## src/rtl/vid_pattern_gen.sv

```systemverilog
// Raster test-pattern source: generates vsync/hsync/vde and 8-bit pixel data on pclk.
// Stands in for the camera sensor so the linebuffer/DMA path can run without optics.
module vid_pattern_gen #(
    parameter int unsigned H_ACTIVE   = 640,
    parameter int unsigned H_FP       = 16,
    parameter int unsigned H_SYNC     = 96,
    parameter int unsigned H_BP       = 48,
    parameter int unsigned V_ACTIVE   = 480,
    parameter int unsigned V_FP       = 10,
    parameter int unsigned V_SYNC     = 2,
    parameter int unsigned V_BP       = 33,
    parameter bit          HSYNC_POL  = 1'b0,
    parameter bit          VSYNC_POL  = 1'b1,
    parameter int unsigned CHECK_LOG2 = 3
) (
    input  logic        pclk,
    input  logic        reset_n,
    input  logic        enable,
    input  logic [1:0]  pattern_sel,
    output logic        vsync,
    output logic        hsync,
    output logic        vde,
    output logic [7:0]  o_data,
    output logic [15:0] frame_count
);

    localparam int unsigned H_TOTAL  = H_ACTIVE + H_FP + H_SYNC + H_BP;
    localparam int unsigned V_TOTAL  = V_ACTIVE + V_FP + V_SYNC + V_BP;
    localparam int unsigned HW       = $clog2(H_TOTAL);
    localparam int unsigned VW       = $clog2(V_TOTAL);
    localparam int unsigned HS_START = H_ACTIVE + H_FP;
    localparam int unsigned HS_END   = HS_START + H_SYNC;
    localparam int unsigned VS_START = V_ACTIVE + V_FP;
    localparam int unsigned VS_END   = VS_START + V_SYNC;
    localparam int unsigned BAR_W    = (H_ACTIVE >= 8) ? (H_ACTIVE / 8) : 1;

    typedef enum logic [0:0] {StIdle, StRun} state_e;

    state_e        r_state, w_state_next;
    logic [HW-1:0] r_h, w_h_next;
    logic [VW-1:0] r_v, w_v_next;
    logic [15:0]   r_frame_count, w_frame_count_next;
    logic [1:0]    r_sel, w_sel_next;
    logic          r_vde, w_vde_next;
    logic          r_hsync, w_hsync_next;
    logic          r_vsync, w_vsync_next;
    logic [7:0]    r_data, w_data_next;

    logic [31:0]   w_h32, w_v32, w_bar32;
    logic [2:0]    w_bar;
    logic [7:0]    w_pix;
    logic          w_h_last, w_v_last, w_run;

    assign w_h32    = 32'(r_h);
    assign w_v32    = 32'(r_v);
    assign w_h_last = (w_h32 == H_TOTAL - 1);
    assign w_v_last = (w_v32 == V_TOTAL - 1);
    assign w_run    = (r_state == StRun);

    // Counter/FSM next state; pattern_sel is captured only when a frame starts at (0,0).
    always_comb begin
        w_state_next       = r_state;
        w_h_next           = r_h;
        w_v_next           = r_v;
        w_frame_count_next = r_frame_count;
        w_sel_next         = r_sel;
        unique case (r_state)
            StIdle: begin
                w_h_next = '0;
                w_v_next = '0;
                if (enable) begin
                    w_state_next = StRun;
                    w_sel_next   = pattern_sel;
                end
            end
            StRun: begin
                if (w_h_last) begin
                    w_h_next = '0;
                    if (w_v_last) begin
                        w_v_next           = '0;
                        w_frame_count_next = r_frame_count + 16'd1;
                        if (enable) begin
                            w_sel_next = pattern_sel;
                        end else begin
                            w_state_next = StIdle;
                        end
                    end else begin
                        w_v_next = r_v + VW'(1);
                    end
                end else begin
                    w_h_next = r_h + HW'(1);
                end
            end
            default: w_state_next = StIdle;
        endcase
    end

    // Frame fill uses the live count: it only changes on the frame's last (blanked) cycle.
    always_comb begin
        w_bar32 = w_h32 / BAR_W;
        w_bar   = (w_bar32 > 32'd7) ? 3'd7 : w_bar32[2:0];
        w_pix   = 8'h00;
        unique case (r_sel)
            2'd0:    w_pix = 8'hFF - {w_bar, 5'b0_0000};
            2'd1:    w_pix = w_h32[7:0];
            2'd2:    w_pix = (w_h32[CHECK_LOG2] ^ w_v32[CHECK_LOG2]) ? 8'hFF : 8'h00;
            default: w_pix = r_frame_count[7:0];
        endcase
    end

    always_comb begin
        w_vde_next   = w_run && (w_h32 < H_ACTIVE) && (w_v32 < V_ACTIVE);
        w_hsync_next = (w_run && (w_h32 >= HS_START) && (w_h32 < HS_END)) ? HSYNC_POL
                                                                            : ~HSYNC_POL;
        w_vsync_next = (w_run && (w_v32 >= VS_START) && (w_v32 < VS_END)) ? VSYNC_POL
                                                                            : ~VSYNC_POL;
        w_data_next  = w_vde_next ? w_pix : 8'h00;
    end

    always_ff @(posedge pclk or negedge reset_n) begin
        if (!reset_n) begin
            r_state       <= StIdle;
            r_h           <= '0;
            r_v           <= '0;
            r_frame_count <= 16'd0;
            r_sel         <= 2'd0;
            r_vde         <= 1'b0;
            r_hsync       <= ~HSYNC_POL;
            r_vsync       <= ~VSYNC_POL;
            r_data        <= 8'h00;
        end else begin
            r_state       <= w_state_next;
            r_h           <= w_h_next;
            r_v           <= w_v_next;
            r_frame_count <= w_frame_count_next;
            r_sel         <= w_sel_next;
            r_vde         <= w_vde_next;
            r_hsync       <= w_hsync_next;
            r_vsync       <= w_vsync_next;
            r_data        <= w_data_next;
        end
    end

    assign vsync       = r_vsync;
    assign hsync       = r_hsync;
    assign vde         = r_vde;
    assign o_data      = r_data;
    assign frame_count = r_frame_count;

endmodule
```

## config.mk

```make
export PLATFORM = sky130hd
export DESIGN_NAME = vid_pattern_gen
export DESIGN_NICKNAME = d
export VERILOG_FILES = /design/src/rtl/vid_pattern_gen.sv
export SDC_FILE = /design/constraint.sdc
export NUM_CORES = 1
export LEC_CHECK = 0
export BUFFER_PORTS_ARGS = -buffer_cell sky130_fd_sc_hd__buf_2
export CAP_MARGIN = 30
export CORE_MARGIN = 2
export CORE_UTILIZATION = 25
export DETAILED_ROUTE_END_ITERATION = 10
export GPL_ROUTABILITY_DRIVEN = 0
export PLACE_DENSITY_LB_ADDON = 0.08
export SLEW_MARGIN = 20
export SYNTH_ARGS = -nofsm -noshare
export SYNTH_HDL_FRONTEND = slang
export SYNTH_SLANG_ARGS = --single-unit
```

## constraint.sdc

```tcl
create_clock -name pclk -period 5.6 [get_ports pclk]
set_input_delay 1.12 -clock pclk [delete_from_list [all_inputs] [get_ports pclk]]
set_output_delay 1.12 -clock pclk [all_outputs]
set_load 0.01 [all_outputs]
```

==> results.json <==
{
  "timing.hold.worst.class": "reg2reg",
  "area.growth.synth_to_final_pct": 13.7,
  "drt-wirelength-per-cell_um": 14.9,
  "pin_count_of_the_biggest_net_entering_global_routing": 51,
  "max_freq_mhz": 391,
  "cp-start-kind": "register",
  "drt-initial-drc-count": 128,
  "clock_power_share": 0.415,
  "vias": 2179,
  "r2r-end": "r_sel[0]",
  "grt_pass1_wl_um": 11100,
  "insertion_delay_ns": 0.31,
  "global_route.overflow_total": 0,
  "deepest_clock_path_buffer_count": 2,
  "antenna_found_initial": 0,
  "synth_flop_cell": "sky130_fd_sc_hd__dfrtp_1",
  "synth_enable_flop_cells": 0,
  "clockRootBuffer": "sky130_fd_sc_hd__clkbuf_8",
  "drive_above_1_share": 0.179,
  "cts.clk_slew.worst_paths_ns": 0.10,
  "ys_ff_latch": 50,
  "outcome": "finished clean",
  "worst_setup_path_end_kind": "register",
  "drv_slew": 0,
  "cts_resized": 0,
  "critPathRequiredTime_ns": 5.80,
  "h-tree-depth": 2,
  "ys_warn_count": 0,
  "finalWirelength_um": 6850,
  "port-buffer-count": 31,
  "antenna_diode_count": 0,
  "track_usage": 0.120,
  "clkSinkCount": 50,
  "finalWorstPathRequiredPeriod_ns": 2.56,
  "layout.cells.most_common_list": "sky130_fd_sc_hd__dfrtp_1, sky130_fd_sc_hd__buf_2, sky130_fd_sc_hd__nand2_1, sky130_fd_sc_hd__nor2_1, sky130_fd_sc_hd__o21ai_0",
  "comb_power_share": 0.014,
  "worst-r2r-cell-count": 5,
  "synth_cell_type_count": 48,
  "remaining_drc_errors": 0,
  "final_setup_violation_count": 0,
  "max_slew_margin": 0.540,
  "seq_area_frac_synth": 0.450,
  "setup-tns-final_ns": 0,
  "via_per_inst": 4.75,
  "worst_clock_skew_ns": 0.00799,
  "cp_data_arrival_time_ns": 2.76,
  "reg2reg_setup_slack_ns": 3.04,
  "setup.worst_path.start": "r_h[6]",
  "fin_hold_ws_ns": 0.473,
  "ioPinCount": 32,
  "p_leak_uw": 0.00141,
  "commonest_non_fill_non_tap_cell_in_the_layout": "sky130_fd_sc_hd__dfrtp_1",
  "hold_buffers": 0,
  "synth_largest_type_area_fraction": 0.441,
  "synthArstFlopShare": 1.00,
  "crit_end": "r_sel[0]",
  "floorplan.initialDensity": 0.257,
  "ant_nets": 0,
  "criticalPathCategory": "reg2reg",
  "row_count": 38,
  "share_seq_of_total_power": 0.570,
  "die_area_sq_um": 12000,
  "post-synth-top-area-cell": "sky130_fd_sc_hd__dfrtp_1",
  "net-switching-power_uw": 136,
  "first_pass_drt_iterations": 4,
  "post-cts-setup-buffers": 0,
  "syn_avg_cell_area_sq_um": 9.49,
  "unrepaired_setup_endpoints_after_global_routing": "false",
  "crit-reg2reg-launch": "r_h[6]",
  "mappedNetlistArea_sq_um": 2780,
  "cts_inserted_buffers": 5,
  "timing_hold_violations_final": 0,
  "crit_path_max_fanout": 17,
  "fp.dieH_um": 109,
  "design.core.area_sq_um": 10800,
  "cellPowerDensity_nw_per_um2": 200,
  "post_synth_inst_count": 293,
  "die_w_um": 109,
  "finalCritPeriodShare": 0.457,
  "ir_drop_mv": 0.0906,
  "grt_pass1_vias": 2107,
  "fin_nets": 329,
  "worst_max_slew_pin_slew_ns": 0.687,
  "syn-num-nets": 304,
  "synth.area.top_cells": "sky130_fd_sc_hd__dfrtp_1, sky130_fd_sc_hd__xor2_1, sky130_fd_sc_hd__xnor2_1, sky130_fd_sc_hd__o21ai_0, sky130_fd_sc_hd__nand2_1",
  "maxCapViolCount": 0,
  "tritoncts": "yes",
  "sum_of_net_half_perimeters_after_detailed_placement_um": 4890,
  "power_switching_share": 0.216,
  "p_int_uw": 496
}
-- worst max-delay path, stage by stage (launching register included) --
cell	delay [ns]
sky130_fd_sc_hd__dfrtp_1	0.58
sky130_fd_sc_hd__or3b_1	0.50
sky130_fd_sc_hd__or2_4	0.28
sky130_fd_sc_hd__o31ai_2	0.63
sky130_fd_sc_hd__nand2_1	0.17
sky130_fd_sc_hd__mux2_2	0.30
-- synth_stat cells, types with 2 or more instances --
| master | instances |
|---|---|
| sky130_fd_sc_hd__a211oi_1 | 2 |
| sky130_fd_sc_hd__ha_1 | 6 |
| sky130_fd_sc_hd__buf_6 | 2 |
| sky130_fd_sc_hd__nor4_4 | 2 |
| sky130_fd_sc_hd__and3_1 | 6 |
| sky130_fd_sc_hd__and2_1 | 4 |
| sky130_fd_sc_hd__nor2b_1 | 9 |
| sky130_fd_sc_hd__o211ai_1 | 3 |
| sky130_fd_sc_hd__buf_1 | 2 |
| sky130_fd_sc_hd__mux2_2 | 5 |
| sky130_fd_sc_hd__a21oi_1 | 6 |
| sky130_fd_sc_hd__dfrtp_1 | 49 |
| sky130_fd_sc_hd__xnor2_1 | 13 |
| sky130_fd_sc_hd__o22ai_1 | 3 |
| sky130_fd_sc_hd__xor2_1 | 15 |
| sky130_fd_sc_hd__clkbuf_1 | 9 |
| sky130_fd_sc_hd__nand2b_1 | 6 |
| sky130_fd_sc_hd__nand4_1 | 13 |
| sky130_fd_sc_hd__and3b_1 | 2 |
| sky130_fd_sc_hd__nand3_1 | 15 |
| sky130_fd_sc_hd__mux2i_1 | 4 |
| sky130_fd_sc_hd__nor2_1 | 25 |
| sky130_fd_sc_hd__inv_1 | 11 |
| sky130_fd_sc_hd__nor3_1 | 8 |
| sky130_fd_sc_hd__a21boi_0 | 2 |
| sky130_fd_sc_hd__o21ai_0 | 20 |
| sky130_fd_sc_hd__or3b_2 | 2 |
| sky130_fd_sc_hd__nand2_1 | 25 |
| sky130_fd_sc_hd__o31ai_1 | 2 |
| sky130_fd_sc_hd__or3_1 | 4 |
-- metal layers --
metal,global-route usage,vias to the layer above,share of wire
li1,-,1066,-
met1,0.170,1066,0.51
met2,0.184,38,0.45
met3,0.0184,9,0.027
met4,0.0443,0,0.020
met5,0,-,0
-- power groups by stage --
stage | Sequential [uW] | Clock (uW) | Combinational [uW]
floorplan | 368 | 0 | 0.0264
global placement | 368 | 0 | 10.3
detailed placement | 368 | 0 | 10.0
CTS | 361 | 278 | 9.96
global route | 361 | 292 | 10.9
finish | 361 | 263 | 9.08
-- stage by stage --
stage | utilization | power, uW | cells | setup WS (ns) | area (sq um)
6_report | 0.292 | 633 | 459 | 3.04 | 3160
5_1_grt | 0.292 | 664 | 459 | 2.73 | 3160
4_1_cts | 0.292 | 649 | 459 | 3.00 | 3160
3_5_place_dp | 0.281 | 378 | 451 | 2.98 | 3050
3_3_place_gp | 0.281 | 378 | 451 | 3.00 | 3050
2_1_floorplan | - | 368 | 293 | 3.45 | 2780
-- state kept, by name, summed over array words and instances (netlist names) --
name / count
r_sel: 2
r_h: 10
o_data: 8
vde: 1
vsync: 1
hsync: 1
frame_count: 16
r_state: 1
r_v: 10
-- area by class of cell --
type / instances / area (sq um)
Inverter: 11 / 41.3
Multi-Input combinational cell: 217 / 1410
Tap cell: 140 / 175
Fill cell: 1185 / 7680
Clock inverter: 3 / 43.8
Timing Repair Buffer: 33 / 170
Clock buffer: 5 / 68.8
Sequential cell: 50 / 1250
-- worst min path at each step --
stage                    start               to  cells after the start
4_1_cts        frame_count[15]  frame_count[15]                      1
3_3_place_gp   frame_count[15]  frame_count[15]                      1
6_report       frame_count[15]  frame_count[15]                      1
3_5_place_dp   frame_count[15]  frame_count[15]                      1
2_1_floorplan           r_h[0]           r_h[0]                      1
5_1_grt        frame_count[15]  frame_count[15]                      1
-- kinds of logic after synthesis --
family | Yosys count | synth area share
and+or+nand+nor | 131 | 0.262
AOI/OAI and AO/OA | 43 | 0.0958
buffers and inverters | 26 | 0.0423
DFF | 50 | 0.450
xor gates and xnor gates | 28 | 0.0882
muxes | 9 | 0.0346
adders and majority gates | 6 | 0.0270
Power figures use the tool's default switching activity.
